===== src/rtl/pr_pkg.sv =====
// Shared defaults and FSM state encoding for the IF/ID pipeline register.
package pr_pkg;

  localparam int unsigned PR_XLEN      = 32;
  localparam logic [31:0] PR_NOP_INSTR = 32'h0000_0000;

  typedef enum logic [1:0] {
    EMPTY = 2'd0,
    FULL  = 2'd1,
    SKID  = 2'd2
  } pr_state_e;

endpackage


===== src/rtl/pr_bundle_reg.sv =====
// One held fetch bundle: PC, ISSUE_W instruction slots and their valids.
// Slots that arrive invalid are stored as NOP_INSTR.
module pr_bundle_reg
  import pr_pkg::*;
#(
  parameter int unsigned      ISSUE_W   = 2,
  parameter int unsigned      XLEN      = PR_XLEN,
  parameter logic [XLEN-1:0]  NOP_INSTR = XLEN'(PR_NOP_INSTR)
) (
  input  logic                      clk,
  input  logic                      reset,
  input  logic                      load,
  input  logic                      clr,
  input  logic [XLEN-1:0]           pc_d,
  input  logic [ISSUE_W*XLEN-1:0]   instr_d,
  input  logic [ISSUE_W-1:0]        slot_valid_d,
  output logic [XLEN-1:0]           pc_q,
  output logic [ISSUE_W*XLEN-1:0]   instr_q,
  output logic [ISSUE_W-1:0]        slot_valid_q
);

  logic [ISSUE_W*XLEN-1:0] instr_sub_c;

  // NOP substitution is idempotent, so reloading from another bundle_reg is safe.
  always_comb begin
    instr_sub_c = instr_d;
    for (int unsigned k = 0; k < ISSUE_W; k++) begin
      if (!slot_valid_d[k]) begin
        instr_sub_c[k*XLEN +: XLEN] = NOP_INSTR;
      end
    end
  end

  always_ff @(posedge clk or posedge reset) begin
    if (reset) begin
      pc_q         <= '0;
      instr_q      <= '0;
      slot_valid_q <= '0;
    end else begin
      if (load) begin
        pc_q    <= pc_d;
        instr_q <= instr_sub_c;
      end
      if (clr) begin
        slot_valid_q <= '0;
      end else if (load) begin
        slot_valid_q <= slot_valid_d;
      end
    end
  end

endmodule


===== src/rtl/pr_id_multi.sv =====
// Multi-issue IF/ID pipeline register with one skid entry, flush and a
// saturating count of cycles in which decode is presented no bundle.
module pr_id_multi
  import pr_pkg::*;
#(
  parameter int unsigned      ISSUE_W   = 2,
  parameter int unsigned      XLEN      = PR_XLEN,
  parameter logic [XLEN-1:0]  NOP_INSTR = XLEN'(PR_NOP_INSTR),
  parameter int unsigned      CNT_W     = 16
) (
  input  logic                      clk,
  input  logic                      reset,
  input  logic                      in_valid,
  output logic                      in_ready,
  input  logic [XLEN-1:0]           pc_in,
  input  logic [ISSUE_W*XLEN-1:0]   instr_in,
  input  logic [ISSUE_W-1:0]        slot_valid_in,
  input  logic                      flush,
  output logic                      out_valid,
  input  logic                      out_ready,
  output logic [XLEN-1:0]           pc_out,
  output logic [ISSUE_W*XLEN-1:0]   instr_out,
  output logic [ISSUE_W-1:0]        slot_valid_out,
  input  logic                      bubble_clr,
  output logic [CNT_W-1:0]          bubble_cnt
);

  pr_state_e               state_q, state_d;
  logic                    in_ready_q, out_valid_q;
  logic [CNT_W-1:0]        bubble_q;

  logic                    in_fire_c, out_fire_c, in_take_c;
  logic                    main_load_c, main_from_skid_c, skid_load_c, clr_c;

  logic [XLEN-1:0]         skid_pc;
  logic [ISSUE_W*XLEN-1:0] skid_instr;
  logic [ISSUE_W-1:0]      skid_slot_valid;

  logic [XLEN-1:0]         main_pc_d;
  logic [ISSUE_W*XLEN-1:0] main_instr_d;
  logic [ISSUE_W-1:0]      main_slot_valid_d;

  assign in_fire_c  = in_valid & in_ready_q;
  assign out_fire_c = out_valid_q & out_ready;
  // A bundle with no valid slot is handshaken but never stored.
  assign in_take_c  = in_fire_c & (|slot_valid_in);

  // Next-state and datapath control
  always_comb begin
    state_d          = state_q;
    main_load_c      = 1'b0;
    main_from_skid_c = 1'b0;
    skid_load_c      = 1'b0;
    clr_c            = 1'b0;
    if (flush) begin
      state_d = EMPTY;
      clr_c   = 1'b1;
    end else begin
      case (state_q)
        EMPTY: begin
          if (in_take_c) begin
            main_load_c = 1'b1;
            state_d     = FULL;
          end
        end
        FULL: begin
          if (in_take_c && out_fire_c) begin
            main_load_c = 1'b1;
          end else if (in_take_c) begin
            skid_load_c = 1'b1;
            state_d     = SKID;
          end else if (out_fire_c) begin
            state_d = EMPTY;
          end
        end
        SKID: begin
          if (out_fire_c) begin
            main_load_c      = 1'b1;
            main_from_skid_c = 1'b1;
            state_d          = FULL;
          end
        end
        default: state_d = EMPTY;
      endcase
    end
  end

  always_ff @(posedge clk or posedge reset) begin
    if (reset) begin
      state_q     <= EMPTY;
      in_ready_q  <= 1'b1;
      out_valid_q <= 1'b0;
    end else begin
      state_q     <= state_d;
      in_ready_q  <= (state_d != SKID);
      out_valid_q <= (state_d != EMPTY);
    end
  end

  // Saturating bubble counter; clear wins over increment
  always_ff @(posedge clk or posedge reset) begin
    if (reset) begin
      bubble_q <= '0;
    end else if (bubble_clr) begin
      bubble_q <= '0;
    end else if (!out_valid_q && (bubble_q != {CNT_W{1'b1}})) begin
      bubble_q <= bubble_q + CNT_W'(1);
    end
  end

  assign main_pc_d         = main_from_skid_c ? skid_pc         : pc_in;
  assign main_instr_d      = main_from_skid_c ? skid_instr      : instr_in;
  assign main_slot_valid_d = main_from_skid_c ? skid_slot_valid : slot_valid_in;

  pr_bundle_reg #(
    .ISSUE_W   (ISSUE_W),
    .XLEN      (XLEN),
    .NOP_INSTR (NOP_INSTR)
  ) u_main (
    .clk          (clk),
    .reset        (reset),
    .load         (main_load_c),
    .clr          (clr_c),
    .pc_d         (main_pc_d),
    .instr_d      (main_instr_d),
    .slot_valid_d (main_slot_valid_d),
    .pc_q         (pc_out),
    .instr_q      (instr_out),
    .slot_valid_q (slot_valid_out)
  );

  pr_bundle_reg #(
    .ISSUE_W   (ISSUE_W),
    .XLEN      (XLEN),
    .NOP_INSTR (NOP_INSTR)
  ) u_skid (
    .clk          (clk),
    .reset        (reset),
    .load         (skid_load_c),
    .clr          (clr_c),
    .pc_d         (pc_in),
    .instr_d      (instr_in),
    .slot_valid_d (slot_valid_in),
    .pc_q         (skid_pc),
    .instr_q      (skid_instr),
    .slot_valid_q (skid_slot_valid)
  );

  assign in_ready   = in_ready_q;
  assign out_valid  = out_valid_q;
  assign bubble_cnt = bubble_q;

endmodule


===== config.mk =====
export PLATFORM = sky130hd
export DESIGN_NAME = pr_id_multi
export DESIGN_NICKNAME = d
export VERILOG_FILES = /design/src/rtl/pr_pkg.sv /design/src/rtl/pr_bundle_reg.sv /design/src/rtl/pr_id_multi.sv
export SDC_FILE = /design/constraint.sdc
export NUM_CORES = 1
export LEC_CHECK = 0
export CAP_MARGIN = 10
export CORE_AREA = 3 3 136 138
export DETAILED_ROUTE_END_ITERATION = 8
export DIE_AREA = 0 0 139 141
export HOLD_SLACK_MARGIN = 0.15
export PLACE_DENSITY_LB_ADDON = 0.1
export RECOVER_POWER = 25
export SKIP_CTS_REPAIR_TIMING = 1
export SLEW_MARGIN = 20
export SYNTH_ARGS = -nofsm -noshare
export SYNTH_HDL_FRONTEND = slang
export SYNTH_SLANG_ARGS = --single-unit

===== constraint.sdc =====
create_clock -name clk -period 11.8 [get_ports clk]
set_input_delay 1.77 -clock clk [delete_from_list [all_inputs] [get_ports clk]]
set_output_delay 1.77 -clock clk [all_outputs]
set_load 0.02 [all_outputs]

# --- Word level (Yosys, flattened, before mapping) ---
# Index checks and enable logic that the tools add are counted.
totals:
  reg_bits: 216
  inputBits: 104
  out_inout_bits: 116
  wordCells: 58
classes:
  addsub: 1
  n_eq_ne: 4
  mux: 31
  bitwise_logic: 3
  reduce_logical: 9
op_table:
  columns: ["operator", "count"]
  rows:
  - ["2-to-1 mux 32 bit", 5]
  - ["2-to-1 mux 64 bit", 1]
  - ["2-to-1 mux 16 bit", 2]
  - ["2-to-1 mux 2 bit", 11]
  - ["adder 16 x 1 -> 16 bit, second input constant", 1]
  - ["inequality test 16 bit, second input constant", 1]
  - ["2-to-1 mux 1 bit", 10]
  - ["nonzero test 2 bit", 4]
  - ["one-hot mux 2 bit (3 select lines)", 1]
  - ["bitwise AND 1 bit", 3]
  - ["one-hot mux 1 bit (3 select lines)", 1]
  - ["equality test 2 x 1 -> 1 bit, second input constant", 1]
  - ["equality test 2 bit, second input constant", 1]
  - ["logical AND 1 bit", 2]
  - ["zero test 2 bit", 1]
  - ["inequality test 2 bit, second input constant", 1]
  - ["OR reduction 2 bit", 1]
  - ["zero test 1 bit", 1]

# --- Logic depth before layout (Yosys ltp) ---
# Gate-level depths: netlist (run 1).
depth:
  word_depth: 8
  mapped_depth: 9
  ltp_nobuf: 5

# --- Modules after synthesis ---
# A second synthesis (run 1) with hierarchy kept.
hier_totals:
  cells_unflattened: 676
  hier_area_um2: 9715.6
modules_own_cells:
  columns: ["module", "instances", "cells_per_inst", "area_per_inst_um2"]
  rows:
  - ["pr_bundle_reg", 2, 222, 3703.6]
  - ["pr_id_multi", 1, 232, 2308.5]

# --- Worst setup path after synthesis (run 1) ---
# OpenSTA, ideal clock, no wires.
synth_path:
  path_kind: "input to register"
  startpoint: "input flush"
  endpoint: "register u_main.instr_q[10]"
  arrival_ps: 3428
  t_required_ps: 11674
  setup_slack_ps: 8246
  stages: 8
  cell_sequence: "clkbuf_1 or4_1 buf_2 and2_4 buf_6 buf_6 buf_6 a221o_1"
synth_via:
  elab_chain_cells: 3
synth_lines:
  columns: ["element", "line_no", "text"]
  rows:
  - ["start: declaration", "pr_id_multi.sv:18", "input logic flush,"]
  - ["2-to-1 mux 1 bit", "pr_id_multi.sv:55", "if (flush) begin"]
  - ["2-to-1 mux 64 bit / 2-to-1 mux 2 bit (equally long branches)", "pr_id_multi.sv:112, pr_id_multi.sv:113", null]
  - ["2-to-1 mux 32 bit", "pr_bundle_reg.sv:28", "if (!slot_valid_d[k]) begin"]
  - ["end signal: assignment", "pr_bundle_reg.sv:42", "instr_q <= instr_sub_c;"]
  - ["end: declaration", "pr_bundle_reg.sv:18", "output logic [ISSUE_W*XLEN-1:0] instr_q,"]
# Several ways; a longest one is shown, not always the timed one.
# A chain may end at the register's enable or synchronous reset.

==> flow_results.xml, run 1 <==
<?xml version="1.0" encoding="UTF-8"?>
<metrics>
  <group name="routing">
    <metric name="route.detailed.vias_per_inst" unit="">5.77</metric>
    <metric name="overall_routed_net_length" unit="µm">22900</metric>
    <metric name="drtAntennaViolNets" unit="">0</metric>
    <metric name="remaining_drc_errors" unit="">0</metric>
    <metric name="vias" unit="">7323</metric>
    <metric name="detail_route.first_pass.iterations" unit="">5</metric>
    <metric name="drt-initial-drc-count" unit="">461</metric>
    <metric name="wl_per_cell" unit="µm">18.0</metric>
  </group>
  <group name="finish">
    <metric name="layout.nets" unit="">1139</metric>
    <metric name="area_growth_syn_to_layout" unit="%">31.2</metric>
    <metric name="share_of_cells_above_drive_strength_1" unit="">0.0872</metric>
  </group>
  <group name="sta">
    <metric name="setup_violations" unit="">0</metric>
    <metric name="finalWorstSetupSlack" unit="ns">5.72</metric>
    <metric name="max-slew-margin-rel" unit="">-2.87</metric>
    <metric name="layout_min_cycle_time" unit="ns">6.08</metric>
    <metric name="slew_viol_final" unit="">133</metric>
    <metric name="finalHoldViolCount" unit="">0</metric>
    <metric name="worst_pin_slew" unit="ns">5.77</metric>
    <metric name="rsz_0062_raised_after_global_routing" unit="">no</metric>
    <metric name="maxClockFrequency" unit="GHz">0.164</metric>
    <metric name="fin_tns_setup" unit="ns">0</metric>
    <metric name="timing.final.crit_share" unit="">0.515</metric>
    <metric name="worst_clock_skew" unit="ns">0.00521</metric>
  </group>
  <group name="synthesis">
    <metric name="post_synthesis_cell_count" unit="">853</metric>
    <metric name="netlist_top_cells_area" unit="">dfrtp_1, a221o_1, nand3_1</metric>
    <metric name="postSynthNetCount" unit="">958</metric>
    <metric name="synthFlopType" unit="">dfrtp_1</metric>
    <metric name="synth_warnings" unit="">0</metric>
    <metric name="yosys.area.top_type" unit="">dfrtp_1</metric>
    <metric name="synth-edff-count" unit="">0</metric>
    <metric name="synth.lib_cells_used.distinct" unit="">41</metric>
    <metric name="postSynthAreaPerCell" unit="µm²">11.0</metric>
    <metric name="synthDominantCellAreaShare" unit="">0.573</metric>
    <metric name="mappedNetlistArea" unit="mm²">0.00939</metric>
    <metric name="synthTopCellsByCount" unit="">dfrtp_1, nand3_1, o21ai_0, inv_1</metric>
    <metric name="most_frequent_cell_after_synthesis" unit="">dfrtp_1</metric>
    <metric name="synth_sequential_area_ratio" unit="">0.576</metric>
    <metric name="synth_async_sr_flop_share" unit="">1.00</metric>
    <metric name="synth-seq-cells" unit="">216</metric>
  </group>
  <group name="place">
    <metric name="gp_routability_congestion" unit="">0.787</metric>
    <metric name="detailed_place_hpwl" unit="µm">14100</metric>
    <metric name="io_buffer_count" unit="">219</metric>
    <metric name="dp_worst_setup_slack" unit="ns">7.00</metric>
  </group>
  <group name="grt">
    <metric name="vias_in_the_first_global_route" unit="">7129</metric>
    <metric name="grt_max_degree" unit="">133</metric>
    <metric name="grt_first_pass_wirelength" unit="µm">37200</metric>
    <metric name="antenna_found_initial" unit="">1</metric>
    <metric name="grt_remaining_overflow" unit="">0</metric>
    <metric name="grt_use_total" unit="">0.227</metric>
  </group>
  <group name="power">
    <metric name="ir_worst_vdd" unit="V">0.000155</metric>
    <metric name="total_leakage_power" unit="nW">5.73</metric>
    <metric name="cellPowerDensity" unit="mW/mm²">197</metric>
  </group>
  <group name="die">
    <metric name="die-area" unit="mm²">0.0196</metric>
    <metric name="die_width" unit="µm">139</metric>
    <metric name="io_pins" unit="">220</metric>
    <metric name="die_height" unit="µm">141</metric>
    <metric name="initial_core_util" unit="">0.543</metric>
    <metric name="floorplan.core_area" unit="mm²">0.0173</metric>
    <metric name="rows" unit="">48</metric>
  </group>
  <group name="clock_tree">
    <metric name="cts_sinks" unit="">216</metric>
    <metric name="cts_htree_levels" unit="">1</metric>
    <metric name="cts_buffer_depth" unit="">3</metric>
    <metric name="tritoncts_buffer_count" unit="">23</metric>
    <metric name="cts-root-buf" unit="">clkbuf_16</metric>
    <metric name="cts.reportedPaths.clkPinSlew" unit="ns">0.06</metric>
    <metric name="tritoncts" unit="">built</metric>
    <metric name="clock_insertion_delay_worst_skew" unit="ns">0.49</metric>
  </group>
  <group name="status">
    <metric name="violations" unit="">capacitance limit, slew limit</metric>
    <metric name="outcome" unit="">complete, but fails checks</metric>
  </group>
  <group name="worst_setup_path">
    <metric name="critical_path_peak_fanout" unit="">132</metric>
    <metric name="timing_worst_setup_path_type" unit="">input port to async pin</metric>
    <metric name="cpMaxStageDelayCell" unit="">clkinvlp_2</metric>
    <metric name="cp-startpoint" unit="">reset</metric>
    <metric name="cp_slowest_stage_delay" unit="ns">3.20</metric>
    <metric name="timing.critical_path.arrival" unit="ns">5.63</metric>
    <metric name="critical_path.endpoint_type" unit="">async pin</metric>
    <metric name="critical_path_required" unit="ns">11.35</metric>
    <metric name="timing.critical_path.cells" unit="">dlygate4sd3_1 &gt; clkinvlp_2</metric>
    <metric name="origin_of_the_critical_flop_to_flop_path" unit="">out_valid</metric>
    <metric name="critical_path.top_delay_family" unit="">buffers and inverters</metric>
    <metric name="cp_num_buf_inv" unit="">2</metric>
    <metric name="worst_setup_path_start_kind" unit="">input port</metric>
    <metric name="regToRegSetupSlack" unit="ns">8.73</metric>
  </group>
  <group name="hold_path">
    <metric name="min-delay-start" unit="">u_main.pc_q[28]</metric>
    <metric name="holdCritPathClass" unit="">flop to flop</metric>
  </group>
  <group name="flow_run">
    <metric name="maxCapViolCount" unit="">1</metric>
  </group>
</metrics>
-- state kept, by name, indices dropped and copies added, names as in the netlist --
signal / cells
u_main.instr_q: 64
u_skid.instr_q: 64
u_main.pc_q: 32
u_skid.pc_q: 32
bubble_cnt: 16
state_q: 2
u_main.slot_valid_q: 2
u_skid.slot_valid_q: 2
in_ready: 1
out_valid: 1
-- metal layers --
metal | share of wire | vias to the layer above | track usage | wire (µm)
met5 | 0 | - | 0 | 0
met2 | 0.47 | 237 | 0.365 | 10800
met3 | 0.065 | 30 | 0.0472 | 1480
met1 | 0.44 | 3613 | 0.318 | 10100
li1 | - | 3443 | - | -
met4 | 0.020 | 0 | 0.0639 | 463
-- layout make-up --
type / count / area, µm²
fillers: 1288 / 4980
flip-flops and latches: 216 / 5410
well taps: 225 / 282
repair buffers: 229 / 2260
diodes: 1 / 2.50
multi-input cells: 493 / 3410
clock buffers: 32 / 669
clock inverters: 3 / 15.0
inverters: 71 / 268
-- cell usage in the layout (no fill, tap or decap), types with 3 or more instances in the layout --
cell               n
or3_1              4
dfrtp_1          215
and3_1            64
clkbuf_8           6
nor3_1             6
nand4_1            3
nand3_1          102
or4_1              6
mux2_2            36
buf_4              9
nor2b_1            4
inv_1             70
nand2b_1           5
clkbuf_16         23
a221o_1           64
clkbuf_1           3
o21ai_0          100
nor2_1            12
a21oi_1           11
mux2i_1           37
nand2_1            5
o31ai_1            7
clkinv_2           3
clkdlybuf4s50_1  215
-- worst paths after layout --
check | endpoint | cells past startpoint
worst max-delay path | u_skid.instr_q[36] | 2
worst min-delay path | u_main.pc_q[28] | 2
worst max register to register | u_skid.pc_q[17] | 4
worst min register to register | u_main.pc_q[28] | 2
max in group clk | u_skid.pc_q[17] | 6
min in group asynchronous | u_main.pc_q[10] | 2
-- per-stage QoR --
step / area (µm²) / hold slack, ns / power, mW / util / std cells
floorplan: 9390 / 0.479 / 1.47 / - / 853
global placement: 11600 / 0.480 / 1.74 / 0.673 / 1234
detailed placement: 11600 / 0.489 / 1.76 / 0.673 / 1234
CTS: 12300 / 0.500 / 2.44 / 0.712 / 1269
global route: 12300 / 0.518 / 2.55 / 0.712 / 1270
finish: 12300 / 0.497 / 2.42 / 0.712 / 1270
-- worst reg2reg max path, stage by stage (launching register included) --
cell	delay, ns
dfrtp_1	0.58
a21oi_1	0.29
and4b_4	0.74
buf_4	0.87
mux2_2	0.47
-- report_power, final --
| part | internal [mW] | switching [mW] | leakage, nW |
|---|---|---|---|
| Sequential | 0.992 | 0.143 | 2.75 |
| Clock | 0.390 | 0.281 | 0.342 |
| Combinational | 0.319 | 0.297 | 2.64 |
-- cells by family (layout without fill, tap and decap cells) --
family          after synthesis  in the layout  share of synthesized area
simple gates                228            228                      0.136
flops                       216            216                      0.576
compound gates              190            190                      0.141
buf+inv                     144            335                     0.0629
mux                          73             73                     0.0826
fa+ha+maj                     1              1                    0.00133
xor+xnor                      1              1                   0.000933
other cells                   0              1                          0
Note: power is estimated with default switching activity, not from simulation.
==> run 2: changes to the inputs <==
CORE_AREA = 3 3 142 144   (was 3 3 136 138)
DIE_AREA = 0 0 145 147   (was 0 0 139 141)
clock period = 5.93 ns   (was 11.8 ns; I/O delays follow)
==> flow_results.xml, run 2 (synthesis gave the netlist of run 1 again) <==
<?xml version="1.0" encoding="UTF-8"?>
<metrics>
  <group name="status">
    <metric name="outcome" unit="">complete, no violations</metric>
  </group>
  <group name="worst_setup_path">
    <metric name="critical_path_required" unit="ns">6.30</metric>
    <metric name="critical_path.top_delay_family" unit="">buffers and inverters</metric>
    <metric name="timing.critical_path.arrival" unit="ns">3.54</metric>
    <metric name="cp_slowest_stage_delay" unit="ns">0.52</metric>
    <metric name="critical_path_peak_fanout" unit="">68</metric>
    <metric name="origin_of_the_critical_flop_to_flop_path" unit="">out_valid</metric>
    <metric name="timing_worst_setup_path_type" unit="">input port to flop</metric>
    <metric name="worst_path_most_repeated_cell" unit="">buf_4</metric>
    <metric name="crit-reg2reg-capture" unit="">u_main.instr_q[4]</metric>
    <metric name="cpMaxStageDelayCell" unit="">or4_1</metric>
    <metric name="worst_setup_path_start_kind" unit="">input port</metric>
    <metric name="cp_num_buf_inv" unit="">4</metric>
    <metric name="critical_path.endpoint_type" unit="">flop</metric>
    <metric name="reg2regPathDepth" unit="">6</metric>
    <metric name="regToRegSetupSlack" unit="ns">3.17</metric>
    <metric name="cp-startpoint" unit="">slot_valid_in[1]</metric>
    <metric name="timing.critical_path.cells" unit="">buf_2 &gt; buf_4 &gt; o211ai_1 &gt; or4_1 &gt; buf_4 &gt; and2_4 &gt; buf_16 &gt; a221o_1</metric>
  </group>
  <group name="routing">
    <metric name="wl_per_cell" unit="µm">17.4</metric>
    <metric name="route.detailed.vias_per_inst" unit="">5.55</metric>
    <metric name="vias" unit="">7254</metric>
    <metric name="drtAntennaViolNets" unit="">0</metric>
    <metric name="overall_routed_net_length" unit="µm">22700</metric>
    <metric name="detail_route.first_pass.iterations" unit="">4</metric>
    <metric name="remaining_drc_errors" unit="">0</metric>
    <metric name="drt-initial-drc-count" unit="">408</metric>
  </group>
  <group name="sta">
    <metric name="worst_pin_slew" unit="ns">0.896</metric>
    <metric name="rsz_0062_raised_after_global_routing" unit="">no</metric>
    <metric name="finalHoldViolCount" unit="">0</metric>
    <metric name="max-slew-margin-rel" unit="">0.399</metric>
    <metric name="layout_min_cycle_time" unit="ns">3.17</metric>
    <metric name="setup_violations" unit="">0</metric>
    <metric name="timing.final.crit_share" unit="">0.534</metric>
    <metric name="maxClockFrequency" unit="GHz">0.316</metric>
    <metric name="finalWorstSetupSlack" unit="ns">2.76</metric>
    <metric name="slew_viol_final" unit="">0</metric>
    <metric name="fin_tns_setup" unit="ns">0</metric>
    <metric name="worst_clock_skew" unit="ns">0.00640</metric>
    <metric name="whs" unit="ns">0.499</metric>
  </group>
  <group name="flow_run">
    <metric name="maxCapViolCount" unit="">0</metric>
  </group>
  <group name="die">
    <metric name="die_width" unit="µm">145</metric>
    <metric name="floorplan.core_area" unit="mm²">0.0188</metric>
    <metric name="rows" unit="">50</metric>
    <metric name="io_pins" unit="">220</metric>
    <metric name="die_height" unit="µm">147</metric>
    <metric name="die-area" unit="mm²">0.0213</metric>
    <metric name="initial_core_util" unit="">0.499</metric>
  </group>
  <group name="grt">
    <metric name="grt_first_pass_wirelength" unit="µm">37200</metric>
    <metric name="antenna_found_initial" unit="">0</metric>
    <metric name="vias_in_the_first_global_route" unit="">7113</metric>
    <metric name="grt_use_total" unit="">0.209</metric>
    <metric name="grt_remaining_overflow" unit="">0</metric>
    <metric name="grt_max_degree" unit="">129</metric>
  </group>
  <group name="power">
    <metric name="cellPowerDensity" unit="mW/mm²">389</metric>
    <metric name="ir_worst_vdd" unit="V">0.000209</metric>
    <metric name="fin_total_pwr" unit="mW">4.83</metric>
    <metric name="total_leakage_power" unit="nW">5.76</metric>
  </group>
  <group name="clock_tree">
    <metric name="cts_buffer_depth" unit="">3</metric>
    <metric name="cts_htree_levels" unit="">1</metric>
    <metric name="cts.reportedPaths.clkPinSlew" unit="ns">0.06</metric>
    <metric name="cts-root-buf" unit="">clkbuf_16</metric>
    <metric name="tritoncts" unit="">built</metric>
    <metric name="tritoncts_buffer_count" unit="">23</metric>
    <metric name="cts_sinks" unit="">216</metric>
    <metric name="clock_insertion_delay_worst_skew" unit="ns">0.50</metric>
  </group>
  <group name="place">
    <metric name="placedInstanceArea" unit="mm²">0.0117</metric>
    <metric name="gp_routability_congestion" unit="">0.766</metric>
    <metric name="dp_worst_setup_slack" unit="ns">2.31</metric>
    <metric name="io_buffer_count" unit="">219</metric>
    <metric name="post-place-cells" unit="">1271</metric>
    <metric name="detailed_place_hpwl" unit="µm">14000</metric>
  </group>
  <group name="finish">
    <metric name="layout.nets" unit="">1142</metric>
    <metric name="layout.filler_cells" unit="">1512</metric>
    <metric name="layout_commonest_cell" unit="">clkdlybuf4s50_1</metric>
    <metric name="share_of_cells_above_drive_strength_1" unit="">0.0897</metric>
    <metric name="ant_diodes" unit="">0</metric>
    <metric name="finalInstanceArea" unit="mm²">0.0124</metric>
    <metric name="final_cells" unit="">1308</metric>
    <metric name="largest_registers_in_the_final_layout" unit="">u_main.instr_q (64), u_skid.instr_q (64)</metric>
    <metric name="leading_cell_types_in_the_layout_fill_and_taps_excluded" unit="">clkdlybuf4s50_1, dfrtp_1, nand3_1</metric>
    <metric name="final_core_utilization" unit="">0.659</metric>
    <metric name="area_growth_syn_to_layout" unit="%">32.2</metric>
  </group>
  <group name="hold_path">
    <metric name="holdCritPathClass" unit="">flop to flop</metric>
    <metric name="timing.hold.worst_endpoint" unit="">u_main.pc_q[17]</metric>
    <metric name="holdPathStages" unit="">2</metric>
    <metric name="min-delay-start" unit="">u_main.pc_q[17]</metric>
  </group>
</metrics>
## run 2: changes by cell type in the layout (fill, tap and decap cells not counted), moves of 2 or more
| cell | delta |
|---|---|
| clkbuf_8 | -5 |
| clkinv_2 | +4 |
| buf_4 | +2 |
| bufinv_16 | +2 |
## run 2: area by class of cell
| type | instances | area, µm² | share of cell area |
|---|---|---|---|
| multi-input cells | 493 | 3410 | 0.275 |
| repair buffers | 232 | 2310 | 0.186 |
| flip-flops and latches | 216 | 5410 | 0.435 |
| clock inverters | 9 | 95.1 | 0.00766 |
| well taps | 260 | 325 | 0.0262 |
| clock buffers | 27 | 601 | 0.0484 |
| inverters | 71 | 268 | 0.0216 |
## run 2: worst reg2reg max path: stages, from the launching register on
cell and delay, ns:
dfrtp_1 0.65, a21boi_1 0.25, or4_1 0.44, buf_4 0.27, and2_4 0.36, buf_16 0.28, a221o_1 0.40
## run 2: layer usage
metal | track usage | vias to the layer above | routed length (µm)
met2 | 0.335 | 209 | 10600
met1 | 0.291 | 3560 | 10200
met3 | 0.0460 | 33 | 1510
li1 | - | 3452 | -
met5 | 0 | - | 0
met4 | 0.0580 | 0 | 455
## run 2: worst max path at each step
stage                         end  slack, ns  cells past startpoint
2_1_floorplan       bubble_cnt[0]       2.23                      1
3_5_place_dp       u_main.pc_q[0]       2.31                      6
4_1_cts           u_main.pc_q[19]       2.82                      6
3_3_place_gp   u_main.instr_q[15]       2.39                      7
6_report        u_main.instr_q[4]       2.76                      8
5_1_grt         u_main.instr_q[4]       2.61                      8
## run 2: power breakdown
group	switching, mW	internal [mW]
Combinational	0.580	0.637
Clock	0.557	0.802
Sequential	0.284	1.97
